**src/rtl/pipe_pkg.sv**
```systemverilog
// Shared types for the pipeline hazard controller: FSM state encoding and the
// per-stage register control pair.
package pipe_pkg;

  typedef enum logic [1:0] {
    StRun   = 2'd0,
    StIWait = 2'd1,
    StDWait = 2'd2
  } state_e;

  // Bit order {we, zero}: zero loads a bubble only when we is also set.
  typedef struct packed {
    logic we;
    logic zero;
  } stage_ctrl_t;

  localparam stage_ctrl_t StageAdvance = '{we: 1'b1, zero: 1'b0};
  localparam stage_ctrl_t StageBubble  = '{we: 1'b1, zero: 1'b1};
  localparam stage_ctrl_t StageHold    = '{we: 1'b0, zero: 1'b0};

endpackage

```
**src/rtl/hazard_detect.sv**
```systemverilog
// Load-use hazard compare between the load in EX and the instruction in ID.
module hazard_detect #(
  parameter int unsigned REG_AW = 5
) (
  input  logic [REG_AW-1:0] id_rs_i,
  input  logic [REG_AW-1:0] id_rt_i,
  input  logic              id_use_rt_i,
  input  logic [REG_AW-1:0] ex_rd_i,
  input  logic              ex_mem_read_i,
  output logic              load_use_o
);

  // Register 0 is hardwired, so a load targeting it never creates a dependency.
  assign load_use_o = ex_mem_read_i && (ex_rd_i != '0) &&
                      ((ex_rd_i == id_rs_i) || (id_use_rt_i && (ex_rd_i == id_rt_i)));

endmodule

```
**src/rtl/pipeline_hazard_ctrl.sv**
```systemverilog
// Stall/flush sequencer for the 5-stage pipeline: stage register controls, PC write and
// redirect, pending-redirect tracking across I-cache misses, and a stall cycle counter.
module pipeline_hazard_ctrl
  import pipe_pkg::*;
#(
  parameter int unsigned XLEN   = 32,
  parameter int unsigned REG_AW = 5,
  parameter int unsigned CNT_W  = 32
) (
  input  logic              clk_i,
  input  logic              rst_i,
  input  logic [REG_AW-1:0] id_rs_i,
  input  logic [REG_AW-1:0] id_rt_i,
  input  logic              id_use_rt_i,
  input  logic [REG_AW-1:0] ex_rd_i,
  input  logic              ex_mem_read_i,
  input  logic              ex_br_taken_i,
  input  logic [XLEN-1:0]   ex_br_target_i,
  input  logic              i_req_i,
  input  logic              i_ready_i,
  input  logic              d_req_i,
  input  logic              d_ready_i,
  output logic              pc_we_o,
  output logic              pc_redirect_o,
  output logic [XLEN-1:0]   redirect_pc_o,
  output logic              if_id_we_o,
  output logic              if_id_zero_o,
  output logic              id_ex_we_o,
  output logic              id_ex_zero_o,
  output logic              ex_mem_we_o,
  output logic              ex_mem_zero_o,
  output logic              mem_wb_we_o,
  output logic              mem_wb_zero_o,
  output logic [CNT_W-1:0]  stall_cycles_o
);

  state_e            state_q, state_d;
  logic              pend_q, pend_d;
  logic [XLEN-1:0]   redirect_pc_q, redirect_pc_d;
  logic [CNT_W-1:0]  stall_cnt_q, stall_cnt_d;

  logic              load_use;
  logic              dmiss;
  logic              imiss;
  logic              pc_we;
  logic              pc_redirect;
  stage_ctrl_t       if_id, id_ex, ex_mem, mem_wb;

  hazard_detect #(
    .REG_AW (REG_AW)
  ) u_hazard_detect (
    .id_rs_i       (id_rs_i),
    .id_rt_i       (id_rt_i),
    .id_use_rt_i   (id_use_rt_i),
    .ex_rd_i       (ex_rd_i),
    .ex_mem_read_i (ex_mem_read_i),
    .load_use_o    (load_use)
  );

  assign dmiss = d_req_i && !d_ready_i;
  // Once waiting, the fetch stays outstanding until the cache returns data.
  assign imiss = (state_q == StIWait) ? !i_ready_i : (i_req_i && !i_ready_i);

  always_comb begin
    state_d       = StRun;
    pend_d        = pend_q;
    redirect_pc_d = redirect_pc_q;
    pc_we         = 1'b1;
    pc_redirect   = 1'b0;
    if_id         = StageAdvance;
    id_ex         = StageAdvance;
    ex_mem        = StageAdvance;
    mem_wb        = StageAdvance;

    if (dmiss) begin
      // Freeze everything up to MEM; the branch in EX is re-presented after the miss.
      pc_we   = 1'b0;
      if_id   = StageHold;
      id_ex   = StageHold;
      ex_mem  = StageHold;
      mem_wb  = StageBubble;
      state_d = StDWait;
    end else if (ex_br_taken_i) begin
      if_id         = StageBubble;
      id_ex         = StageBubble;
      redirect_pc_d = ex_br_target_i;
      if (imiss) begin
        pc_we   = 1'b0;
        pend_d  = 1'b1;
        state_d = StIWait;
      end else begin
        pc_redirect = 1'b1;
        pend_d      = 1'b0;
      end
    end else if (imiss) begin
      pc_we   = 1'b0;
      if_id   = StageBubble;
      state_d = StIWait;
    end else if (state_q == StIWait) begin
      // Fetch returned; a pending redirect makes the returned instruction stale.
      if (pend_q) begin
        if_id       = StageBubble;
        pc_redirect = 1'b1;
        pend_d      = 1'b0;
      end
    end else if (load_use) begin
      pc_we = 1'b0;
      if_id = StageHold;
      id_ex = StageBubble;
    end

    stall_cnt_d = pc_we ? stall_cnt_q : stall_cnt_q + CNT_W'(1);
  end

  always_ff @(posedge clk_i) begin
    if (rst_i) begin
      state_q       <= StRun;
      pend_q        <= 1'b0;
      redirect_pc_q <= '0;
      stall_cnt_q   <= '0;
    end else begin
      state_q       <= state_d;
      pend_q        <= pend_d;
      redirect_pc_q <= redirect_pc_d;
      stall_cnt_q   <= stall_cnt_d;
    end
  end

  assign pc_we_o        = pc_we;
  assign pc_redirect_o  = pc_redirect;
  assign redirect_pc_o  = redirect_pc_q;
  assign if_id_we_o     = if_id.we;
  assign if_id_zero_o   = if_id.zero;
  assign id_ex_we_o     = id_ex.we;
  assign id_ex_zero_o   = id_ex.zero;
  assign ex_mem_we_o    = ex_mem.we;
  assign ex_mem_zero_o  = ex_mem.zero;
  assign mem_wb_we_o    = mem_wb.we;
  assign mem_wb_zero_o  = mem_wb.zero;
  assign stall_cycles_o = stall_cnt_q;

endmodule

```
**config.mk**
```make
export PLATFORM = sky130hd
export DESIGN_NAME = pipeline_hazard_ctrl
export DESIGN_NICKNAME = d
export VERILOG_FILES = /design/src/rtl/pipe_pkg.sv /design/src/rtl/hazard_detect.sv /design/src/rtl/pipeline_hazard_ctrl.sv
export SDC_FILE = /design/constraint.sdc
export NUM_CORES = 1
export LEC_CHECK = 0
export BUFFER_PORTS_ARGS = -buffer_cell sky130_fd_sc_hd__buf_2
export CORE_MARGIN = 2
export CORE_UTILIZATION = 35
export CTS_CLUSTER_DIAMETER = 50
export CTS_CLUSTER_SIZE = 30
export DETAILED_ROUTE_END_ITERATION = 10
export MAX_ROUTING_LAYER = met4
export SLEW_MARGIN = 15
export SYNTH_ARGS = -nofsm -noshare
export SYNTH_HDL_FRONTEND = slang
export SYNTH_SLANG_ARGS = --single-unit
```
**constraint.sdc**
```tcl
create_clock -name clk_i -period 2.6 [get_ports clk_i]
set_input_delay 0.39 -clock clk_i [delete_from_list [all_inputs] [get_ports clk_i]]
set_output_delay 0.39 -clock clk_i [all_outputs]
set_load 0.005 [all_outputs]
```
==> results of run 1 <==
-- registers in the layout, summed over array words and instances, names as in the netlist --
register / flops
stall_cycles_o: 32
redirect_pc_o: 32
pend_q: 1
state_q: 2
-- cells in the final DEF (no fill, tap or decap), drive strengths merged, types with 2 or more instances in the layout --
cell / synthesis / layout
clkbuf: 13 / 10
o41ai: 2 / 2
inv: 3 / 4
clkinvlp: 0 / 2
nand3: 11 / 11
and2: 2 / 2
o21bai: 2 / 2
o31ai: 14 / 14
nor2: 9 / 9
or4b: 2 / 2
nor2b: 3 / 3
nand4: 11 / 11
bufinv: 0 / 2
nand2: 81 / 81
o21ai: 15 / 15
and3: 6 / 6
and4: 4 / 4
or4: 15 / 15
or3: 13 / 13
a31oi: 2 / 2
xnor2: 10 / 10
buf: 14 / 133
dfxtp: 67 / 67
conb: 2 / 2
nor3: 3 / 3
a21oi: 65 / 65
-- stage by stage --
stage,cell area (um^2),hold slack (ps)
floorplan,3070,453
global placement,3740,439
detailed placement,3740,446
CTS,3960,263
global route,3960,270
finish,3960,284
-- cell families after synthesis --
| kind of cell | after synthesis | synth area share [%] |
|---|---|---|
| AO/OA/AOI/OAI | 101 | 18.5 |
| multiplexers | 2 | 0.815 |
| buffers and inverters | 30 | 5.79 |
| AND/OR/NAND/NOR | 163 | 27.4 |
| other | 2 | 0.245 |
| adder cells (fa/ha/maj) | 1 | 0.407 |
| XOR/XNOR | 11 | 3.14 |
| flip-flops | 67 | 43.7 |
-- layer usage --
metal | vias to the layer above | track usage, % | part of all wire (%)
met5 | - | - | 0
met4 | 0 | 5.34 | 1.7
met3 | 13 | 4.24 | 5.4
met2 | 94 | 26.5 | 48
met1 | 1458 | 21.4 | 45
li1 | 1573 | - | -
-- worst reg2reg max path: stages (launching register included) --
cell and delay, ps:
sky130_fd_sc_hd__dfxtp_1 420, sky130_fd_sc_hd__ha_1 280, sky130_fd_sc_hd__nand3_1 320, sky130_fd_sc_hd__nor3b_2 440, sky130_fd_sc_hd__nand4_1 170, sky130_fd_sc_hd__or3_1 320, sky130_fd_sc_hd__a21oi_1 140
-- layout make-up --
class / count / share of cell area [%]
Tap cell: 108 / 3.41
Clock buffer: 10 / 3.22
Clock inverter: 6 / 2.24
Timing Repair Buffer: 133 / 17.8
Inverter: 3 / 0.284
Multi-Input combinational cell: 280 / 39.2
Sequential cell: 67 / 33.9
-- power groups by stage --
stage | clock (mW) | combinational (mW) | sequential (mW)
detailed placement | 0 | 0.245 | 1.10
finish | 0.950 | 0.244 | 1.08
CTS | 0.979 | 0.246 | 1.08
floorplan | 0 | 0.137 | 1.10
global placement | 0 | 0.242 | 1.10
global route | 1.03 | 0.273 | 1.08
-- final timing paths --
kind | depth (start not counted) | from | slack (ps) | end
worst min register to register | 2 | redirect_pc_o[9] | 450 | redirect_pc_o[9]
worst max register to register | 6 | stall_cycles_o[0] | 460 | stall_cycles_o[30]
worst min-delay path | 3 | ex_br_target_i[5] | 280 | redirect_pc_o[5]
worst max-delay path | 5 | state_q[0] | 280 | pc_we_o
==> results.txt, run 1 <==
Run status: finished clean
Startpoint-to-endpoint class of the critical path: reg2out
Logic gate share of total power: 10.7%
Netlist area before placement: 0.00307 mm^2
Worst IR Drop VDD: 0.243 mV
Leading cell types by total area after synthesis: sky130_fd_sc_hd__dfxtp_1 44%, sky130_fd_sc_hd__a21oi_1 10%, sky130_fd_sc_hd__nand2_1 9.9%
Die Span Y: 97.7 um
Total die area: 0.00954 mm^2
Non-filler instance count after layout: 607
Slew @ Worst Pin: 742 ps
Post-Place Cells: 591
Asr flop ratio synth: 0%
Vias after detailed routing: 3138
PwrDens: 574 mW/mm^2
Count of warnings emitted by yosys: 0
Width of the die: 97.7 um
Cell Rows: 34
Total clock sinks: 67
Iteration-0 DRC count of the detailed router: 111
Maximum number of pins on one net before global-route repair: 40
Switching power summed over all nets: 0.562 mW
Area share of the largest cell type after synthesis: 43.7%
Mapped Avg Cell Area: 8.14 um^2
Number of top-level pins: 130
Total internal power: 1.71 mW
Final setup violation count: 0
Count of hold buffers inserted by post-cts repair: 0
Overall power of the completed layout: 2.27 mW
Critical Path Fanout Max: 14
CTS tree: built
H-Tree Level Count: 3
Final count of hold timing violations: 0
Achievable clock frequency: 432 MHz
Leakage component of the power: 1.67 nW
CTS Buf Count: 9
Wire length reported by the detailed router: 7.90 mm
Max incr delay on CP: 390 ps
Yosys cell types: 40
Final routed DRC violation total: 0
Final Net Count: 551
Unrepaired setup endpoints after global routing: false
HPWL after detailed placement: 5.66 mm
Part of the power in registers: 47.4%
Portion of the post-synthesis area used by sequential elements: 43.7%
Path category of the worst min-delay check: in2reg
Root cell of the clock tree: sky130_fd_sc_hd__clkbuf_8
Number of routed nets with antenna violations: 0
Number of instances in the synthesized netlist: 377
Ranking of synthesized cells by instance count: 81 x sky130_fd_sc_hd__nand2_1, 67 x sky130_fd_sc_hd__dfxtp_1, 64 x sky130_fd_sc_hd__a21oi_1
Number of vias per cell after detailed routing: 5.17
Maxcap violations: 0
Number of instances resized during post-cts repair: 0
Via count of the first global-routing pass: 2832
Sort of element at the start of the critical path: flip-flop
Fraction of layout instances using a drive strength above 1: 30.9%
Clock Latency Late Sink: 330 ps
Power share of the clock group: 41.8%
Number of post-CTS setup repair buffers: 0
Port bufs: 127
Core ar.: 0.00859 mm^2
Residual overflow from global routing: 0
Fin crit period: 2320 ps
Library cell occupying the most area in the post-synthesis netlist: sky130_fd_sc_hd__dfxtp_1
Placement-stage worst setup slack: 290 ps
Rel. slew slack: 50.5%
Multi-input logic area: 0.00155 mm^2
Fill cell instance count of the final layout: 913
Family with the most delay on the worst path: compound AO/OA/AOI/OAI gates
Required time reported for the critical path endpoint: 2210 ps
Worst-path clk slew: 80 ps
Buffer levels on the longest clock path: 2
Number of flops mapped to enable cells by yosys: 0
Crit path max-delay cell type: sky130_fd_sc_hd__a21oi_4
DRT Pass-1 Iters: 5
Total global-route track usage: 16.9%
Data arrival time of the critical path: 1930 ps
Count of buffer and inverter cells on the critical path: 1
Number of slew-limit violations in the final report: 0
Most frequent cell after synthesis: sky130_fd_sc_hd__nand2_1
Total nets after synthesis: 434
Sequential cell area: 0.00134 mm^2
Number of antenna violations at the first check in global routing: 0
Fin crit share: 89.1%
Chain of cells forming the critical path: nor2b_1, o21bai_1, nand2_1, a21oi_4, buf_2
Global-route wire length before repair: 13.1 mm
Post-route clock skew: 11.2 ps
Initial standard-cell utilization of the core: 35.7%
Placer's final routability congestion estimate: 0.820
Final core area utilization: 46.1%
Average routed wire per standard cell: 13.0 um
Area Growth Syn to Fin: 29.0%
Switching share of power: 24.7%
Final worst setup slack: 283 ps
Yosys reg bits: 67
Type of destination of the critical path: output pin
Post-synth top flop: sky130_fd_sc_hd__dfxtp_1
Antenna Diode Count: 0
Final total negative setup slack: 0 ps
No activity file was read; power rests on OpenSTA's default activity.
==> run 2: changes to the inputs <==
--- a/config.mk
+++ b/config.mk
@@ -12,6 +12,7 @@
 export CTS_CLUSTER_SIZE = 30
 export DETAILED_ROUTE_END_ITERATION = 10
 export MAX_ROUTING_LAYER = met4
+export PLACE_DENSITY = 0.65
 export SLEW_MARGIN = 15
 export SYNTH_ARGS = -nofsm -noshare
 export SYNTH_HDL_FRONTEND = slang
==> results.txt, run 2 (synthesis gave the netlist of run 1 again) <==
Number of post-CTS setup repair buffers: 0
Commonest non-fill, non-tap cell in the layout: sky130_fd_sc_hd__buf_2
Number of routed nets with antenna violations: 0
CTS Buf Count: 9
Type of destination of the critical path: output pin
Core ar.: 0.00859 mm^2
Number of instances resized during post-cts repair: 0
Number of vias per cell after detailed routing: 5.16
CTS tree: built
Final core area utilization: 46.1%
Capture instance of the worst register-to-register path: stall_cycles_o[30]
Final total negative setup slack: 0 ps
Maxcap violations: 0
Crit path max-delay cell type: sky130_fd_sc_hd__o21bai_1
Fin crit share: 87.3%
Number of top-level pins: 130
Residual overflow from global routing: 0
Via count of the first global-routing pass: 2851
Wire length reported by the detailed router: 7.94 mm
Setup crit start: state_q[0]
Most frequent cells in the layout: 127 x sky130_fd_sc_hd__buf_2, 81 x sky130_fd_sc_hd__nand2_1, 67 x sky130_fd_sc_hd__dfxtp_1
Min-delay src: ex_br_target_i[31]
Fraction of layout instances using a drive strength above 1: 30.9%
Post-Place Cells: 590
Vias after detailed routing: 3127
Worst-path clk slew: 80 ps
Count of hold buffers inserted by post-cts repair: 0
Data arrival time of the critical path: 1880 ps
Antenna Diode Count: 0
Chain of cells forming the critical path: nor2b_1, o21bai_1, nand2_1, a21oi_4, buf_2
Multi-input logic area: 0.00155 mm^2
RR Startpoint: stall_cycles_o[0]
Die Span Y: 97.7 um
Port bufs: 127
Worst hold path stage count: 3
Width of the die: 97.7 um
Cell Rows: 34
H-Tree Level Count: 3
Total global-route track usage: 17.3%
Max incr delay on CP: 350 ps
Sort of element at the start of the critical path: flip-flop
Non-filler instance count after layout: 606
Fin crit period: 2270 ps
Final Net Count: 550
HPWL after detailed placement: 5.68 mm
Critical Path Fanout Max: 11
Number of antenna violations at the first check in global routing: 0
Iteration-0 DRC count of the detailed router: 107
Cell depth of the worst flop-to-flop path: 6
Final count of hold timing violations: 0
Unrepaired setup endpoints after global routing: false
Average routed wire per standard cell: 13.1 um
Area Growth Syn to Fin: 29.1%
Placer's final routability congestion estimate: 0.854
PwrDens: 578 mW/mm^2
FF-to-FF setup slack: 450 ps
Worst Hold Endpoint: redirect_pc_o[31]
Total die area: 0.00954 mm^2
Path category of the worst min-delay check: in2reg
Sequential cell area: 0.00134 mm^2
Number of slew-limit violations in the final report: 0
Maximum number of pins on one net before global-route repair: 46
Leakage component of the power: 1.68 nW
Required time reported for the critical path endpoint: 2210 ps
Achievable clock frequency: 441 MHz
Run status: finished clean
Final routed DRC violation total: 0
Worst IR Drop VDD: 0.261 mV
Startpoint-to-endpoint class of the critical path: reg2out
Initial standard-cell utilization of the core: 35.7%
Total clock sinks: 67
DRT Pass-1 Iters: 4
Fill cell instance count of the final layout: 895
Root cell of the clock tree: sky130_fd_sc_hd__clkbuf_8
Clock Latency Late Sink: 330 ps
Final setup violation count: 0
Buffer levels on the longest clock path: 2
Post-route clock skew: 7.68 ps
Global-route wire length before repair: 13.4 mm
[run 2: cell count changes in the layout (fill, tap and decap cells not counted), sizes merged]
cell    delta
buf        -1
clkinv     +1
inv        -1
[run 2: metal layers]
metal	global-route usage [%]	part of all wire [%]	up-vias
met5	-	0	-
met4	8.55	2.2	0
met3	2.95	4.2	13
met2	28.5	52	87
met1	20.5	42	1454
li1	-	-	1573
[run 2: how the worst max path moves through the flow]
stage                               to  slack (ps)
global placement    stall_cycles_o[14]         380
global route                   pc_we_o         170
CTS                            pc_we_o         290
finish                         pc_we_o         330
detailed placement  stall_cycles_o[11]         360
floorplan                      pc_we_o         580
[run 2: area by class of cell]
type                            instances  area share (%)
Clock inverter                          6            2.24
Sequential cell                        67            33.8
Inverter                                3           0.284
Tap cell                              108            3.41
Multi-Input combinational cell        280            39.1
Timing Repair Buffer                  132            17.6
Clock buffer                           10            3.47
[run 2: metrics by stage]
step | area (um^2) | setup WS, ps | total power, mW | hold WS, ps
6_report | 3960 | 331 | 2.29 | 281
5_1_grt | 3960 | 173 | 2.41 | 259
4_1_cts | 3960 | 291 | 2.34 | 258
3_5_place_dp | 3740 | 355 | 1.35 | 444
3_3_place_gp | 3740 | 376 | 1.34 | 439
2_1_floorplan | 3070 | 582 | 1.24 | 453
[run 2: critical path, delay by kind of cell (launching register included)]
family	cells	cell delay, ps
flip-flops	1	290
AO/OA/AOI/OAI	2	700
buffers and inverters	1	190
AND/OR/NAND/NOR	2	370
[run 2: power breakdown]
group / internal (mW) / switching [mW]
Clock: 0.566 / 0.406
Combinational: 0.108 / 0.134
Sequential: 1.06 / 0.0177
